`src/rtl/rc4_pkg.sv`:
```
// Purpose: shared encodings and constants for the RC4 key-scheduling and PRGA/decrypt FSMs.
// Latency: n/a (types and constants only).
// Backpressure: n/a.
package rc4_pkg;

    // Synchronous S RAM / ROM: q is valid two cycles after the address is driven,
    // which is why every read walks through issue, wait and latch states.
    localparam int RAM_RD_LAT = 2;

    // Default message length in bytes (legal range 1..256).
    localparam int MSG_LEN_DFLT = 32;

    // Cycles spent per message byte, INC_I through WR_D inclusive.
    localparam int PRGA_BYTE_CYCLES = 14;

    typedef enum logic [3:0] {
        PR_IDLE     = 4'd0,
        PR_INC_I    = 4'd1,
        PR_RD_SI    = 4'd2,
        PR_WAIT_SI  = 4'd3,
        PR_LATCH_SI = 4'd4,
        PR_CALC_J   = 4'd5,
        PR_RD_SJ    = 4'd6,
        PR_WAIT_SJ  = 4'd7,
        PR_LATCH_SJ = 4'd8,
        PR_WR_J     = 4'd9,
        PR_WR_I     = 4'd10,
        PR_RD_F     = 4'd11,
        PR_WAIT_F   = 4'd12,
        PR_LATCH_F  = 4'd13,
        PR_WR_D     = 4'd14,
        PR_DONE     = 4'd15
    } prga_state_t;

endpackage

```
`src/rtl/rc4_prga_decrypt.sv`:
```
// Purpose: RC4 PRGA over the key-scheduled S RAM, XORing keystream with the encrypted ROM into the decrypted RAM.
// Latency: 14 cycles per message byte; done rises 14*MSG_LEN+1 cycles after start is sampled in IDLE.
// Backpressure: none; memories are always ready, start is a level handshake and is ignored mid-run until DONE.
module rc4_prga_decrypt
    import rc4_pkg::*;
#(
    parameter int MSG_LEN = MSG_LEN_DFLT
) (
    input  logic       clk,
    input  logic       reset_n,
    input  logic       start,
    input  logic [7:0] s_q,
    output logic [7:0] s_addr,
    output logic [7:0] s_data,
    output logic       s_wren,
    output logic [7:0] rom_addr,
    input  logic [7:0] rom_q,
    output logic [7:0] d_addr,
    output logic [7:0] d_data,
    output logic       d_wren,
    output logic       busy,
    output logic       done
);

    // Index of the final message byte; k never needs to count past it.
    localparam logic [7:0] K_LAST = 8'(MSG_LEN - 1);

    prga_state_t state;
    prga_state_t state_nxt;

    logic [7:0] i;
    logic [7:0] j;
    logic [7:0] k;
    logic [7:0] si;
    logic [7:0] sj;
    logic [7:0] f;
    logic [7:0] e;

    // Pre-swap si+sj: the sum is the same after the swap, so no re-read of S[i]/S[j] is needed.
    logic [7:0] f_idx;
    assign f_idx = si + sj;

    // State register.
    always_ff @(posedge clk or negedge reset_n) begin
        if (!reset_n) begin
            state <= PR_IDLE;
        end else begin
            state <= state_nxt;
        end
    end

    // Datapath registers: each one is loaded in exactly one state of the byte loop.
    always_ff @(posedge clk or negedge reset_n) begin
        if (!reset_n) begin
            i  <= '0;
            j  <= '0;
            k  <= '0;
            si <= '0;
            sj <= '0;
            f  <= '0;
            e  <= '0;
        end else begin
            case (state)
                PR_INC_I:    i  <= i + 8'd1;
                PR_LATCH_SI: si <= s_q;
                PR_CALC_J:   j  <= j + si;
                PR_LATCH_SJ: sj <= s_q;
                PR_LATCH_F: begin
                    f <= s_q;
                    e <= rom_q;
                end
                PR_WR_D: begin
                    if (k != K_LAST) begin
                        k <= k + 8'd1;
                    end
                end
                PR_DONE: begin
                    // Leaving DONE re-arms the generator for the next message.
                    if (!start) begin
                        i <= '0;
                        j <= '0;
                        k <= '0;
                    end
                end
                default: ;
            endcase
        end
    end

    // Next-state and memory-port decode; addresses are held through the wait and latch states.
    always_comb begin
        state_nxt = state;
        s_addr    = '0;
        s_data    = '0;
        s_wren    = 1'b0;
        rom_addr  = '0;
        d_addr    = '0;
        d_data    = '0;
        d_wren    = 1'b0;
        busy      = 1'b1;
        done      = 1'b0;

        case (state)
            PR_IDLE: begin
                busy = 1'b0;
                if (start) begin
                    state_nxt = PR_INC_I;
                end
            end
            PR_INC_I: begin
                state_nxt = PR_RD_SI;
            end
            PR_RD_SI: begin
                s_addr    = i;
                state_nxt = PR_WAIT_SI;
            end
            PR_WAIT_SI: begin
                s_addr    = i;
                state_nxt = PR_LATCH_SI;
            end
            PR_LATCH_SI: begin
                s_addr    = i;
                state_nxt = PR_CALC_J;
            end
            PR_CALC_J: begin
                state_nxt = PR_RD_SJ;
            end
            PR_RD_SJ: begin
                s_addr    = j;
                state_nxt = PR_WAIT_SJ;
            end
            PR_WAIT_SJ: begin
                s_addr    = j;
                state_nxt = PR_LATCH_SJ;
            end
            PR_LATCH_SJ: begin
                s_addr    = j;
                state_nxt = PR_WR_J;
            end
            PR_WR_J: begin
                // When i==j both writes store the same byte, leaving S unchanged.
                s_addr    = j;
                s_data    = si;
                s_wren    = 1'b1;
                state_nxt = PR_WR_I;
            end
            PR_WR_I: begin
                s_addr    = i;
                s_data    = sj;
                s_wren    = 1'b1;
                state_nxt = PR_RD_F;
            end
            PR_RD_F: begin
                s_addr    = f_idx;
                rom_addr  = k;
                state_nxt = PR_WAIT_F;
            end
            PR_WAIT_F: begin
                s_addr    = f_idx;
                rom_addr  = k;
                state_nxt = PR_LATCH_F;
            end
            PR_LATCH_F: begin
                s_addr    = f_idx;
                rom_addr  = k;
                state_nxt = PR_WR_D;
            end
            PR_WR_D: begin
                d_addr = k;
                d_data = f ^ e;
                d_wren = 1'b1;
                if (k == K_LAST) begin
                    state_nxt = PR_DONE;
                end else begin
                    state_nxt = PR_INC_I;
                end
            end
            PR_DONE: begin
                busy = 1'b0;
                done = 1'b1;
                if (!start) begin
                    state_nxt = PR_IDLE;
                end
            end
            default: begin
                busy      = 1'b0;
                state_nxt = PR_IDLE;
            end
        endcase
    end

endmodule

```
`config.mk`:
```
export PLATFORM = sky130hd
export DESIGN_NAME = rc4_prga_decrypt
export DESIGN_NICKNAME = d
export VERILOG_FILES = /design/src/rtl/rc4_pkg.sv /design/src/rtl/rc4_prga_decrypt.sv
export SDC_FILE = /design/constraint.sdc
export NUM_CORES = 1
export LEC_CHECK = 0
export BUFFER_PORTS_ARGS = -buffer_cell sky130_fd_sc_hd__buf_2
export CORE_MARGIN = 2
export CORE_UTILIZATION = 55
export DETAILED_ROUTE_END_ITERATION = 8
export PLACE_DENSITY = 0.76
export SLEW_MARGIN = 20
export SYNTH_ARGS = -nofsm -noshare
export SYNTH_HDL_FRONTEND = slang
export SYNTH_SLANG_ARGS = --single-unit
```
`constraint.sdc`:
```
create_clock -name clk -period 2.9 [get_ports clk]
set_input_delay 0.145 -clock clk [delete_from_list [all_inputs] [get_ports clk]]
set_output_delay 0.145 -clock clk [all_outputs]
set_load 0.01 [all_outputs]
```
Word level (Yosys, flattened, before mapping)
Index checks and enable logic that the tools add are counted.
- word-level logic and storage cells: 64
- memory bits (writable): 0
- bits in read-only memories: 0
- bits in latches: 0
- flip-flop bits (word level): 60
- memories: 0
- input bits: 19
- magnitude comparators: 0
- multiply operators: 0
- shift operators: 0
- add/sub/neg operators: 4
- eq/ne operators: 20
- mux-type cells: 18
- reduce and logical (&&, ||, !) cells: 13
- bitwise gates (word level): 1
- div/mod/pow operators: 0
- operator list (cell ; number):
    one-hot mux 4 bit (16 select lines) ; 1
    one-hot mux 8 bit (2 select lines) ; 4
    2-to-1 mux 8 bit ; 5
    == test 4 bit (second input constant) ; 8
    one-hot mux 8 bit (3 select lines) ; 1
    adder 8 x 1 -> 8 bit (second input constant) ; 2
    adder 8 bit ; 2
    == test 4 x 3 -> 1 bit (second input constant) ; 4
    2-to-1 mux 4 bit ; 3
    == test 4 x 2 -> 1 bit (second input constant) ; 2
    == test 8 x 5 -> 1 bit (second input constant) ; 1
    != test 8 x 5 -> 1 bit (second input constant) ; 1
    OR reduction 4 bit ; 2
    bitwise XOR 8 bit ; 1
    != test 2 bit (second input constant) ; 3
    AND reduction 2 bit ; 3
    nonzero test 2 bit ; 3
    == test 4 x 1 -> 1 bit (second input constant) ; 1
    zero test 4 bit ; 1
    2-to-1 mux 1 bit ; 4
    OR reduction 2 bit ; 2
    AND reduction 3 bit ; 1
    OR reduction 3 bit ; 1

Logic depth before layout (Yosys ltp)
Gate-level depths: netlist of run 1.
- word-level depth: 3
- depth in mapped cells: 9

Worst setup path after synthesis of run 1
Ideal clock, no wire load.
- path kind: reg2out
- start point: register si[0]
- end point: output s_addr[6]
- arrival: 2159 ps
- slack: 596 ps
- path buffers: 0
- cell stages (with the launch flop): 9
- cell sequence: dfrtp_1 ha_1 fa_1 a21o_1 a21oi_2 nor2_1 or4b_1 a31oi_1 a221o_1
- cells in the longest elaborated chain, start to end: 2
- ends and longest elaborated chain (element ; line ; text):
    start: declaration ; rc4_prga_decrypt.sv:34 ; logic [7:0] si;
    start signal: assignment ; rc4_prga_decrypt.sv:65 ; PR_LATCH_SI: si <= s_q;
    adder 8 bit ; rc4_prga_decrypt.sv:41 ; assign f_idx = si + sj;
    one-hot mux 8 bit (3 select lines) ; rc4_prga_decrypt.sv:103 ; case (state)
    end: declaration ; rc4_prga_decrypt.sv:13 ; output logic [7:0] s_addr,
Every way passes these cells.

Final worst setup path of run 1
Same ends and word-level chain as after synthesis.

==> reports/metrics.cfg, run 1 <==
[pwr]
leakagePower_uw = 0.00203
intPower_uw = 2750
ir_drop_mv = 0.629
power_switching_share_pct = 42.9
p_clk_share_pct = 15.1
pwr-share-comb_pct = 50.4
netSwitchingPower_uw = 2060
p_total_uw = 4810
p_seq_share_pct = 34.5
powerDensity_nw_per_um2 = 1140

[drt]
wl_per_cell_um = 15.9
drtPass1Iterations = 6
ant_nets = 0
num_vias = 2942
dr.first_iter.drc_count = 202
drc_errors = 0
routed_wl_um = 8110
vias_per_cell = 5.76

[finish]
regArea_sq_um = 1500
drive_above_1_share_pct = 30.0
fillers = 508
multi_input_area_sq_um = 2030
fin_util_pct = 66.5
layout.nets = 466
syn2layout_area_growth_pct = 16.4
antennaDiodeCount = 0

[setup_path]
crit_arrival_ns = 2.61
start_kind = register
critPathMaxFanout = 3
cp-end-kind = output pin
path_class = reg -> out
critPathRequiredTime_ns = 2.76

[clock_network]
clock_latency_ns = 0.34
clk_pin_slew_ns = 0.07
cts_made_buffers = 9
cts_tree = built
clkSinkCount = 60
clock_path_buffers = 2
cts-root-buf = clkbuf_8
cts_max_level = 3

[timing]
relSlewSlack_pct = 48.9
final_hold_viol_count = 0
post-route-period-util_pct = 95.2
hold_slack_ns = 0.0150
layout_setup_ws_ns = 0.140
finalSetupTns_ns = 0
finalMaxSlewViolations = 0
rsz0062_at_grt = false
timing.fmax_mhz = 362
setup_viol = 0
worst_slew_pin_slew_ns = 0.763
min_period_ns = 2.76
finClkSkew_ns = 0.00869

[logic_synthesis]
synth_seq_area_share_pct = 41.4
syn_inst = 361
syn-num-nets = 398
ys_dominant_reg_cell = dfrtp_1
synth-edff-count = 0
synth_seq_cells = 60
yosysUniqueCellTypes = 56
syn-cell-area_sq_um = 3620
synth_warnings = 0
syn_avg_cell_area_sq_um = 10.0
async_reset_ff_share_pct = 100

[grt]
grt-ovfl-total = 0
grt_util_met2_pct = 40.0
grt_pass1_vias = 2923
grt_max_degree = 32
grt_usage_pct = 24.0
gr-usage-met3_pct = 5.06
grt_pass1_wl_um = 13800
top_usage_layer = met2
antenna_found_initial = 0
grt_use_met1_pct = 31.4

[die]
rows = 29
core_area_sq_um = 6350
die_h_um = 85.2
die_area_sq_um = 7260
io_pins = 63
start_util_pct = 57.1
die-width_um = 85.2

[placement]
io_buffer_count = 62
place_ws_ns = 0.380
hpwl_um = 6040
gp_congestion = 0.838

[worst_hold_path]
holdCritPathClass = in -> reg

[job]
max_cap_viol_count = 0

[outcome]
status = finished, final reports clean

## registers in the layout, indices dropped and copies added (netlist names)
name   count
i          8
sj         8
f          8
j          8
si         8
e          8
k          8
state      4
## cell usage in the layout (no fill, tap or decap), drive strengths merged, types with 9 or more instances in the layout
cell type and n:
inv 14, dfrtp 60, nand2 23, o21ai 17, nor2 42, and2 15, xor2 15, a22oi 12
nand3 12, a21oi 9, xnor2 13, clkbuf 11, buf 67, mux2 32, ha 16, nor3 10
## cell usage after synthesis, types with 8 or more instances
master | n | area share (%)
dfrtp_1 | 60 | 41
nor2_1 | 41 | 4.2
mux2_2 | 29 | 9.0
nand2_1 | 23 | 2.4
ha_1 | 16 | 5.5
xor2_1 | 15 | 3.6
and2_1 | 13 | 2.2
inv_1 | 13 | 1.3
xnor2_1 | 13 | 3.1
a22oi_1 | 12 | 2.5
o21ai_0 | 12 | 1.7
nand3_1 | 10 | 1.4
a21oi_1 | 8 | 1.1
## layout make-up
| class | instances | area share, % |
|---|---|---|
| multi-input combinational | 276 | 48.1 |
| sequential | 60 | 35.6 |
| timing repair buffer | 68 | 8.48 |
| clock buffer | 11 | 3.11 |
| tap | 77 | 2.28 |
| clock inverter | 5 | 1.25 |
| inverter | 14 | 1.25 |
## power groups by stage
| stage | registers (uW) | clock network [uW] | logic, uW |
|---|---|---|---|
| after global placement | 1640 | 0 | 2330 |
| after CTS | 1650 | 737 | 2410 |
| after global routing | 1730 | 767 | 2730 |
| after detailed placement | 1670 | 0 | 2400 |
| after floorplan | 1490 | 0 | 1930 |
| final | 1660 | 725 | 2430 |
## critical path, stage by stage (launching register included)
cell and delay (ns):
dfrtp_1 0.41, ha_2 0.21, fa_2 0.35, a21o_1 0.17, a21oi_2 0.16, nor2_1 0.06
or4b_1 0.47, a31oi_1 0.17, a221o_1 0.14, buf_2 0.13
## kinds of logic (layout without fill, tap and decap cells)
logic type	after synthesis	count (layout)	share of synthesized area, %
buffers and inverters	25	98	2.90
and+or+nand+nor	124	124	18.1
DFF	60	60	41.4
xor gates and xnor gates	28	28	6.77
AOI/OAI and AO/OA	71	71	13.4
adders and majority gates	18	18	6.63
muxes	35	35	10.9
## what timing repair did
item,in CTS,in global routing
hold buffers,1,0
setup endpoints to repair,0,1
resized for setup,0,2
buffers inserted,0,1
endpoints found under the hold margin,30,0
## worst paths after layout
kind                          start        end  slack, ns  depth (start not counted)
hold reg to reg                j[7]       j[7]       0.48                          1
setup reg to reg           state[0]       e[7]       0.60                          5
hold / removal             rom_q[6]       e[6]       0.02                          2
min in group asynchronous   reset_n       k[4]       0.40                          2
max in group asynchronous   reset_n      si[7]       1.64                          3
setup / recovery              si[0]  s_addr[6]       0.14                          9
## routing by layer
metal / up-vias / wire [um]
met3: 13 / 481
li1: 1428 / -
met4: 0 / 136
met2: 97 / 3840
met1: 1404 / 3650
met5: - / 0
## stage by stage
step | area, sq um | std cells
floorplan | 3620 | 361
detailed placement | 4010 | 493
finish | 4220 | 511
global route | 4220 | 511
CTS | 4210 | 510
global placement | 4010 | 493
Note: power is estimated with default switching activity, not from simulation.
==> run 2, diff against run 1 <==
--- a/config.mk
+++ b/config.mk
@@ -9,6 +9,7 @@
 export CORE_MARGIN = 2
 export CORE_UTILIZATION = 55
 export DETAILED_ROUTE_END_ITERATION = 8
+export MAX_ROUTING_LAYER = met4
 export PLACE_DENSITY = 0.76
 export SLEW_MARGIN = 20
 export SYNTH_ARGS = -nofsm -noshare
==> constraint.sdc (replaced) <==
create_clock -name clk -period 3.3 [get_ports clk]
set_input_delay 0.165 -clock clk [delete_from_list [all_inputs] [get_ports clk]]
set_output_delay 0.165 -clock clk [all_outputs]
set_load 0.01 [all_outputs]
==> run 2 against run 1 <==
Effect of this change: total power down 9.6%; count of clock-buffer cells in the layout up 1; clock power up 7.0%; worst hold slack better by 0.010 ns; register-to-register slack better by 0.44 ns; wire length down 0.36%; critical path type unchanged; critical endpoint unchanged; non-clock buffer count down 1.
==> reports/metrics.cfg, run 2 (synthesis results as in run 1) <==
[clock_network]
post_cts_resized = 0  ; unchanged
postCtsSetupBuffers = 0  ; unchanged
clk_pin_slew_ns = 0.06  ; about the same
cts_tree = built
clock_path_buffers = 2  ; unchanged
clkSinkCount = 60  ; unchanged
cts_made_buffers = 9  ; unchanged
cts_max_level = 3  ; unchanged
cts-root-buf = clkbuf_8
clock_latency_ns = 0.35  ; about the same

[drt]
drtPass1Iterations = 5  ; -1
routed_wl_um = 8080  ; -0.36%
wl_per_cell_um = 15.8  ; -0.16%
ant_nets = 0  ; unchanged
dr.first_iter.drc_count = 151  ; -25%
drc_errors = 0  ; unchanged
num_vias = 2919  ; -0.78%
vias_per_cell = 5.72  ; -0.59%

[worst_hold_path]
holdCritStartpoint = rom_q[7]
holdCritPathClass = in -> reg

[setup_path]
path_cells = ha_1 -> fa_1 -> a21o_1 -> a21oi_2 -> nor2_1 -> or4b_1 -> a31oi_1 -> a221o_1 -> buf_2
cp_num_buf_inv = 1  ; unchanged
cp-end-kind = output pin
path_class = reg -> out
cp_top_family = compound AO/OA/AOI/OAI gates
reg2reg_from = state[0]
crit_arrival_ns = 2.75  ; +0.14 ns
critPathLaunch = si[0]
crit_slowest_cell = or4b_1
critPathMaxFanout = 4  ; +1
crit_path_max_incr_delay_ns = 0.47  ; about the same
start_kind = register
critPathRequiredTime_ns = 3.13  ; +0.37 ns

[pwr]
leakagePower_uw = 0.00205  ; +1.4%
ir_drop_mv = 0.609  ; -3.1%
powerDensity_nw_per_um2 = 1020  ; -10%

[grt]
antenna_found_initial = 0  ; unchanged
grt_pass1_vias = 2938  ; +0.51%
grt_max_degree = 37  ; +16%
grt_pass1_wl_um = 13800  ; about the same
grt_usage_pct = 25.2  ; +1.1 points
grt-ovfl-total = 0  ; unchanged

[timing]
finalSetupTns_ns = 0  ; unchanged
finClkSkew_ns = 0.00715  ; -0.00154 ns
finalMaxSlewViolations = 0  ; unchanged
worst_slew_pin_slew_ns = 0.822  ; +0.0588 ns
hold_slack_ns = 0.0255  ; +0.0105 ns
setup_viol = 0  ; unchanged
post-route-period-util_pct = 88.5
min_period_ns = 2.92
timing.fmax_mhz = 342
rsz0062_at_grt = false
relSlewSlack_pct = 45.2  ; -3.7 points
final_hold_viol_count = 0  ; unchanged

[finish]
syn2layout_area_growth_pct = 17.5
final_cell_mix = buf_2, dfrtp_1, nor2_1
layout.nets = 465  ; -0.21%
fillers = 508  ; unchanged
layout_commonest_cell = buf_2
fin_util_pct = 67.1  ; +0.61 points
drive_above_1_share_pct = 29.8  ; -0.16 points
antennaDiodeCount = 0  ; unchanged

[die]
start_util_pct = 57.1  ; unchanged
rows = 29  ; unchanged
io_pins = 63  ; unchanged
core_area_sq_um = 6350  ; unchanged
die_h_um = 85.2  ; unchanged
die_area_sq_um = 7260  ; unchanged
die-width_um = 85.2  ; unchanged

[outcome]
status = finished, final reports clean

[placement]
hpwl_um = 5920  ; -2.1%
io_buffer_count = 62  ; unchanged
gp_congestion = 0.856  ; +2.1%

[job]
max_cap_viol_count = 0  ; unchanged

run 2: path summary, 6_finish.rpt:
| check | to | slack (ns) | cells past startpoint |
|---|---|---|---|
| min | e[7] | 0.03 | 2 |
| min reg2reg | j[7] | 0.49 | 1 |
| max reg2reg | e[6] | 1.04 | 5 |
| min in group asynchronous | k[5] | 0.45 | 2 |
| max in group asynchronous | j[1] | 2.02 | 3 |
| max | s_addr[6] | 0.38 | 9 |
run 2: power breakdown:
part	leakage, uW	switching (uW)	internal [uW]	total [uW]
Combinational	0.00119	1110	1000	2120
Sequential	0.000739	399	1060	1460
Clock	0.000122	292	484	776
Total	0.00205	1800	2550	4350
run 2: layout make-up:
| type | count | area [sq um] | area share, % |
|---|---|---|---|
| well taps | 77 | 96.3 | 2.26 |
| multi-input cells | 276 | 2020 | 47.5 |
| clock buffers | 12 | 165 | 3.88 |
| clock inverters | 4 | 70.1 | 1.65 |
| inverters | 14 | 52.6 | 1.23 |
| flip-flops and latches | 60 | 1500 | 35.3 |
| repair buffers | 67 | 350 | 8.23 |
run 2: layer usage:
layer | share of wire (%) | wire [um] | vias up | GRT usage, %
li1 | - | - | 1418 | -
met5 | 0 | 0 | - | -
met2 | 47 | 3820 | 83 | 38.7
met3 | 5.5 | 447 | 13 | 4.38
met4 | 2.4 | 197 | 0 | 12.8
met1 | 45 | 3620 | 1405 | 32.0
run 2: through the flow:
stage                     power (uW)  area [sq um]  worst slack, ns  instances
final                           4350          4260            0.380        510
after global routing            4700          4260            0.182        510
after CTS                       4360          4260            0.359        510
after detailed placement        3560          4010            0.743        493
after global placement          3490          4010            0.804        493
after floorplan                 3000          3620            0.976        361
run 2: worst reg2reg max path: stages (launching register included):
cell and delay, ns:
dfrtp_1 0.63, inv_1 0.24, nor2_2 0.25, buf_4 0.23, nand3_2 0.34, mux2_1 0.46
run 2: what timing repair did:
action | 4_1_cts | 5_1_grt
endpoints found under the hold margin | 35 | 0
endpoints found under the setup margin | 0 | 0
hold buffers | 1 | 0
